==> config.mk <==
export PLATFORM = sky130hd
export DESIGN_NAME = change_payout
export DESIGN_NICKNAME = d
export VERILOG_FILES = /design/src/rtl/change_payout.sv
export SDC_FILE = /design/constraint.sdc
export NUM_CORES = 1
export LEC_CHECK = 0
export ABC_AREA = 1
export CORE_AREA = 4 4 102 104
export DETAILED_ROUTE_END_ITERATION = 8
export DIE_AREA = 0 0 106 108
export GPL_TIMING_DRIVEN = 0
export MAX_ROUTING_LAYER = met4
export PLACE_DENSITY_LB_ADDON = 0.25
export SYNTH_ARGS = -nofsm -noshare
export SYNTH_HDL_FRONTEND = slang
export SYNTH_SLANG_ARGS = --single-unit
==> constraint.sdc <==
create_clock -name clk -period 4.45 [get_ports clk]
set_input_delay 0.445 -clock clk [delete_from_list [all_inputs] [get_ports clk]]
set_output_delay 0.445 -clock clk [all_outputs]
set_load 0.02 [all_outputs]
==> src/rtl/change_payout.sv <==
// Coin-out controller: pays a change amount one coin at a time to the hopper,
// tracks per-denomination inventory and reports any unpaid remainder.
module change_payout #(
  parameter int CNT_W       = 8,
  parameter int INIT_CNT_2  = 50,
  parameter int INIT_CNT_5  = 50,
  parameter int INIT_CNT_10 = 50,
  parameter int ACK_TIMEOUT = 255
) (
  input  logic             clk,
  input  logic             reset_n,
  input  logic             change_valid,
  input  logic [7:0]       change_amount,
  output logic             change_ready,
  output logic [1:0]       coin_out,
  output logic             coin_valid,
  input  logic             coin_ack,
  input  logic             refill,
  input  logic [1:0]       refill_coin,
  input  logic [CNT_W-1:0] refill_count,
  output logic [CNT_W-1:0] cnt2,
  output logic [CNT_W-1:0] cnt5,
  output logic [CNT_W-1:0] cnt10,
  output logic             busy,
  output logic             done,
  output logic             error,
  output logic [7:0]       shortfall
);

  localparam int TO_W = $clog2(ACK_TIMEOUT + 1);

  typedef enum logic [1:0] {S_IDLE, S_SELECT, S_ISSUE, S_DONE} state_t;

  state_t           state_q, state_d;
  logic [7:0]       rem_q, rem_d;
  logic [1:0]       coin_q, coin_d;
  logic [TO_W-1:0]  wait_q, wait_d;
  logic             error_q, error_d;
  logic [7:0]       short_q, short_d;
  logic [CNT_W-1:0] cnt2_q, cnt2_d, cnt5_q, cnt5_d, cnt10_q, cnt10_d;
  logic [1:0]       pick;
  logic             ack_dec;

  // A coin is usable only if it leaves a remainder that can still be paid (never 1 or 3).
  function automatic logic fits(input logic [7:0] rem, input logic [7:0] val,
                                input logic [CNT_W-1:0] cnt);
    logic [7:0] left;
    left = rem - val;
    return (rem >= val) && (cnt != '0) && (left != 8'd1) && (left != 8'd3);
  endfunction

  function automatic logic [7:0] coin_value(input logic [1:0] code);
    case (code)
      2'b01:   return 8'd2;
      2'b10:   return 8'd5;
      2'b11:   return 8'd10;
      default: return 8'd0;
    endcase
  endfunction

  function automatic logic [CNT_W-1:0] next_cnt(input logic [CNT_W-1:0] cnt,
                                                input logic [CNT_W-1:0] add,
                                                input logic dec);
    logic [CNT_W:0] sum;
    sum = {1'b0, cnt} + {1'b0, add} - {{CNT_W{1'b0}}, dec};
    if (sum[CNT_W]) return '1;
    return sum[CNT_W-1:0];
  endfunction

  always_comb begin
    pick = 2'b00;
    if (fits(rem_q, 8'd10, cnt10_q))     pick = 2'b11;
    else if (fits(rem_q, 8'd5, cnt5_q))  pick = 2'b10;
    else if (fits(rem_q, 8'd2, cnt2_q))  pick = 2'b01;
  end

  always_comb begin
    state_d = state_q;
    rem_d   = rem_q;
    coin_d  = coin_q;
    wait_d  = wait_q;
    error_d = error_q;
    short_d = short_q;
    ack_dec = 1'b0;
    case (state_q)
      S_IDLE: begin
        if (change_valid) begin
          rem_d   = change_amount;
          error_d = 1'b0;
          short_d = 8'd0;
          state_d = S_SELECT;
        end
      end
      S_SELECT: begin
        if (rem_q == 8'd0) begin
          error_d = 1'b0;
          short_d = 8'd0;
          state_d = S_DONE;
        end else if (pick != 2'b00) begin
          coin_d  = pick;
          wait_d  = '0;
          state_d = S_ISSUE;
        end else begin
          error_d = 1'b1;
          short_d = rem_q;
          state_d = S_DONE;
        end
      end
      S_ISSUE: begin
        if (coin_ack) begin
          rem_d   = rem_q - coin_value(coin_q);
          ack_dec = 1'b1;
          state_d = S_SELECT;
        end else if (wait_q == TO_W'(ACK_TIMEOUT - 1)) begin
          // Hopper stalled: abandon the request, inventory untouched.
          error_d = 1'b1;
          short_d = rem_q;
          state_d = S_DONE;
        end else begin
          wait_d = wait_q + 1'b1;
        end
      end
      S_DONE:  state_d = S_IDLE;
      default: state_d = S_IDLE;
    endcase

    cnt2_d  = next_cnt(cnt2_q,  (refill && refill_coin == 2'b01) ? refill_count : '0,
                       ack_dec && coin_q == 2'b01);
    cnt5_d  = next_cnt(cnt5_q,  (refill && refill_coin == 2'b10) ? refill_count : '0,
                       ack_dec && coin_q == 2'b10);
    cnt10_d = next_cnt(cnt10_q, (refill && refill_coin == 2'b11) ? refill_count : '0,
                       ack_dec && coin_q == 2'b11);
  end

  always_ff @(posedge clk or negedge reset_n) begin
    if (!reset_n) begin
      state_q <= S_IDLE;
      rem_q   <= 8'd0;
      coin_q  <= 2'b00;
      wait_q  <= '0;
      error_q <= 1'b0;
      short_q <= 8'd0;
      cnt2_q  <= CNT_W'(INIT_CNT_2);
      cnt5_q  <= CNT_W'(INIT_CNT_5);
      cnt10_q <= CNT_W'(INIT_CNT_10);
    end else begin
      state_q <= state_d;
      rem_q   <= rem_d;
      coin_q  <= coin_d;
      wait_q  <= wait_d;
      error_q <= error_d;
      short_q <= short_d;
      cnt2_q  <= cnt2_d;
      cnt5_q  <= cnt5_d;
      cnt10_q <= cnt10_d;
    end
  end

  assign change_ready = (state_q == S_IDLE);
  assign busy         = (state_q != S_IDLE);
  assign done         = (state_q == S_DONE);
  assign coin_valid   = (state_q == S_ISSUE);
  assign coin_out     = coin_valid ? coin_q : 2'b00;
  assign cnt2         = cnt2_q;
  assign cnt5         = cnt5_q;
  assign cnt10        = cnt10_q;
  assign error        = error_q;
  assign shortfall    = short_q;

endmodule

# == Word-level counts from Yosys, hierarchy flattened ==
# Index checks and enable logic that the tools add are counted.
# op_classes
n_mux,47
bitwise,1
n_reduce_logical,30
magnitude_cmp,3
addsub,11
n_eq_ne,25
# ops
op,count
two-way mux 8 bit,22
one-hot mux 8 bit (2 select lines),2
adder 8 x 8 -> 9 bit,3
subtractor 9 x 1 -> 9 bit,3
"!= test 8 x 1 -> 1 bit, second input constant",3
"!= test 8 x 2 -> 1 bit, second input constant",3
one-hot mux 8 bit (3 select lines),1
nonzero test 8 bit,3
logical AND 1 bit,15
two-way mux 1 bit,13
"== test 2 bit, second input constant",6
two-way mux 2 bit,6
one-hot mux 4 bit (3 select lines),1
"!= test 2 bit, second input constant",5
AND reduction 5 bit,2
"adder 8 x 1 -> 8 bit, second input constant",1
"== test 8 bit, second input constant",1
"greater-or-equal comparator 8 x 2 -> 1 bit, second input constant",1
"greater-or-equal comparator 8 x 3 -> 1 bit, second input constant",1
"greater-or-equal comparator 8 x 4 -> 1 bit, second input constant",1
logical NOT 8 bit,1
one-hot mux 2 bit (4 select lines),1
nonzero test 2 bit,4
"subtractor 8 x 2 -> 8 bit, second input constant",1
13 further kinds,17
# word_totals
output_inout_bits,39
regBits,53
inputBits,23

# == Longest topological paths before layout ==
# logic_depth
ltp_word,11
mapped_depth,14
mapped_depth_nobuf,14

# == Worst setup path before layout ==
# OpenSTA, ideal clock, no wires.
# synth_path
path_type,register to register
start,register state_q[0]
end,"register cnt2_q[0], in the netlist cnt2[0]"
path_slack_ns,1.445
required_ns,4.308
arrival_time_ns,2.863
path_stages_with_launch,15
setup_time_ns,0.142
n_path_buf,0
cell_sequence,dfrtp_1 inv_1 ha_1 nand2_1 nor3_1 ha_1 inv_1 ha_1 inv_1 fa_1 o21ai_0 nand4_1 o211ai_1 xnor2_1 nand2_1
# synth_via
elab_chain_len,6
# synth_lines
item,line_no,rtl
start: declaration,34,"state_t state_q, state_d;"
start signal: assignment,147,state_q <= state_d;
== test 2 bit *,--,
net coin_valid,16,"output logic coin_valid,"
two-way mux 1 bit *,85,case (state_q)
logical AND 1 bit *,128,ack_dec && coin_q == 2'b01);
subtractor 9 x 1 -> 9 bit *,65,"sum = {1'b0, cnt} + {1'b0, add} - {{CNT_W{1'b0}}, dec};"
two-way mux 1 bit,66,if (sum[CNT_W]) return '1;
two-way mux 8 bit *,67,return sum[CNT_W-1:0];
net cnt2_d[0],40,"logic [CNT_W-1:0] cnt2_q, cnt2_d, cnt5_q, cnt5_d, cnt10_q, cnt10_d;"
end signal: assignment,143,cnt2_q <= CNT_W'(INIT_CNT_2);
end signal: assignment,153,cnt2_q <= cnt2_d;
end: declaration,40,
# The timed path passes the listed nets; every way through them passes the cells marked *.
# A chain may end at the register's enable or synchronous reset.

# == Worst setup path in the final report ==
# layout_path
start,input port refill
end,"register cnt5_q[3], in the netlist cnt5[3]"
# layout_via
elab_chain_len,6
# layout_lines
item,line_no,rtl
start: declaration,18,"input logic refill,"
logical AND 1 bit *,129,"cnt5_d = next_cnt(cnt5_q, (refill && refill_coin == 2'b10) ? refill_count : '0,"
two-way mux 8 bit *,129,
adder 8 x 8 -> 9 bit *,65,
subtractor 9 x 1 -> 9 bit *,65,
two-way mux 1 bit,66,
two-way mux 8 bit *,67,
net cnt5_d[3],40,
end signal: assignment,144,cnt5_q <= CNT_W'(INIT_CNT_5);
end signal: assignment,154,cnt5_q <= cnt5_d;
end: declaration,40,
# Marked as above.

==> flow_summary.toml <==
[status]
outcome = "complete, no violations"

[placed_design]
dp_hpwl_um = 8550
place.port_buffers = 61
gp_congestion = 0.908

[floorplanning]
die_area_sq_um = 11400
rows = 36
pin_count = 62
start_util_pct = 48.5
core-area_sq_um = 9550
die_h_um = 108
fp.dieW_um = 106

[timing]
fin_crit_sh_pct = 83.9
post-route-min-period_ps = 3730
finalSetupTns_ps = 0
slew_headroom_pct = 38.8
setup_viol = 0
worstMarginPinSlew_ps = 911
slew_viol_final = 0
worst_clock_skew_ps = 10.4
fmax_ghz = 0.268
rsz0062_at_grt = "false"
hold_viol = 0

[min_path]
hp-class = "primary input to async pin"

[clock_tree]
clock_latency_ps = 330
postCtsSetupRepairBufs = 0
cts_made_buffers = 5
clk_pin_slew_ps = 110
cts_tree = "done"
clockBufferDepth = 2
cts_hold_buf = 0
ctsResizeCount = 0
cts-root-buf = "clkbuf_8"
htreeDepth = 2
cts.sinks = 53

[worst_setup_path]
cp-start-kind = "primary input"
slowest_stage = "nor3_1"
crit_chain = "clkdlybuf4s50_1 -> inv_1 -> nor3_1 -> nand2_1 -> ha_1 -> inv_1 -> ha_1 -> inv_1 -> fa_1 -> o21ai_0 -> nand4_1 -> o211ai_1 -> xnor2_1 -> nand2_1"
crit_path_max_fanout = 8
cp.required_ps = 4630
slowest_delay_ps = 730
crit_family = "simple AND/OR/NAND/NOR gates"
cp.arrival_ps = 3910
end_kind = "flip-flop"
critPathKind = "primary input to flip-flop"
cpMostUsedCell = "inv_1"
path_buf_inv = 4

[synth]
synth_top_area_share_pct = 23.8
synth.distinct_cells = 38
synth_most_common_cell = "nand2_1"
synth_ff_type = "dfrtp_1"
synth_area_per_cell_sq_um = 7.39
synth_edf_count = 0
ys_ff_latch = 53
ys_seq_area_share_pct = 28.9
yosys.area.top_type = "dfrtp_1"
synth_area_leaders = "dfrtp_1 (24%), ha_1 (16%), nand2_1 (12%), inv_1 (10%), dfstp_2 (5.1%)"
synth_area_sq_um = 4630
yosys_warnings = 0
synthesis.nets = 715
syn_inst = 627
synth_common_cells = "nand2_1 (148), inv_1 (125), ha_1 (61)"
ys_async_sr_fraction_pct = 100

[drt]
drt_iter0_markers = 185
drc = 0
viasPerCell = 5.07
final_antenna_net_count = 0
dr.pass1.iters = 5
vias = 4210
wire_per_inst_um = 12.9
wirelength_um = 10700

[power_and_ir_drop]
leakage_uw = 0.00290
power_uw = 4050
irDropWorstVdd_mv = 0.377
pwr_density_cell_nw_per_um2 = 733

[job]
cap_violations = 0

[global_routing]
grt_pass1_vias = 4157
grt_max_degree = 35
track_usage_pct = 20.9
grt_antenna_before_repair = 0
grt_pass1_wl_um = 18800
grt_overflow = 0

[layout]
drive_gt1_share_pct = 6.74
layout.nets = 784
areaGrowthSynthToFinish_pct = 19.2
fillers = 912
num_antenna_cells = 0
[registers in the layout, summed over array words and instances (netlist names)]
register,count
cnt2,8
coin_q,2
cnt5,8
shortfall,8
state_q,2
cnt10,8
wait_q,8
rem_q,8
error,1
[logic make-up after synthesis]
kind of cell               after synthesis  synth area share [%]
buffers and inverters                  138                  11.5
AOI/OAI and AO/OA                       72                  9.11
DFF                                     53                  28.9
xor gates and xnor gates                32                  6.05
adders and majority gates               65                  18.2
and+or+nand+nor                        267                  26.2
[cell usage in the layout, fill, tap and decap left out, types with 5 or more instances in the layout]
cell type,instances
a211oi_1,5
nor2_1,43
clkdlybuf4s50_1,60
nand2_1,148
ha_1,61
o211ai_1,10
o21ai_0,21
nand3_1,35
a21oi_1,29
inv_1,125
nand2_2,7
dfstp_2,9
xnor2_1,8
nor3_1,7
nand4_1,15
dfrtp_1,44
xor2_1,24
clkbuf_8,6
[metrics by stage]
| stage | cells | area, sq um | setup slack [ps] | hold slack, ps | util (%) |
|---|---|---|---|---|---|
| floorplan | 627 | 4630 | 1440 | 149 | - |
| global placement | 821 | 5410 | 373 | 458 | 56.6 |
| detailed placement | 822 | 5420 | 340 | 446 | 56.8 |
| CTS | 830 | 5520 | 689 | 82.3 | 57.8 |
| global route | 830 | 5520 | 386 | 110 | 57.8 |
| finish | 830 | 5520 | 717 | 72.6 | 57.8 |
[routing by layer]
layer | GRT usage [%] | vias to the layer above | routed length, um
met3 | 3.28 | 24 | 541
met2 | 34.8 | 115 | 5160
li1 | - | 2136 | -
met4 | 7.49 | 0 | 269
met5 | - | - | 0
met1 | 25.9 | 1935 | 4770
[layout make-up]
| class | count | area (sq um) | share of cell area, % |
|---|---|---|---|
| timing repair buffer | 62 | 626 | 11.3 |
| clock inverter | 2 | 13.8 | 0.249 |
| sequential | 53 | 1340 | 24.2 |
| multi-input combinational | 436 | 2760 | 50.0 |
| tap | 133 | 166 | 3.02 |
| clock buffer | 6 | 82.6 | 1.50 |
| buffer | 9 | 50.0 | 0.907 |
| inverter | 129 | 484 | 8.77 |
[path summary, 6_finish.rpt]
kind                       cells past startpoint  startpoint        to  slack, ps
min                                            1     reset_n  rem_q[3]         70
min in group clk                               2       error     error        480
max in group asynchronous                      2     reset_n  cnt10[5]       3740
max                                           14      refill   cnt5[3]        720
min reg2reg                                    2       error     error        480
max reg2reg                                   14  state_q[0]   cnt2[6]       1010
[power by group]
group | internal, uW | switching, uW | total, uW
Sequential | 704 | 158 | 862
Combinational | 1130 | 1740 | 2870
Clock | 127 | 183 | 310
Total | 1970 | 2080 | 4050
Note: power is estimated with default switching activity, not from simulation.
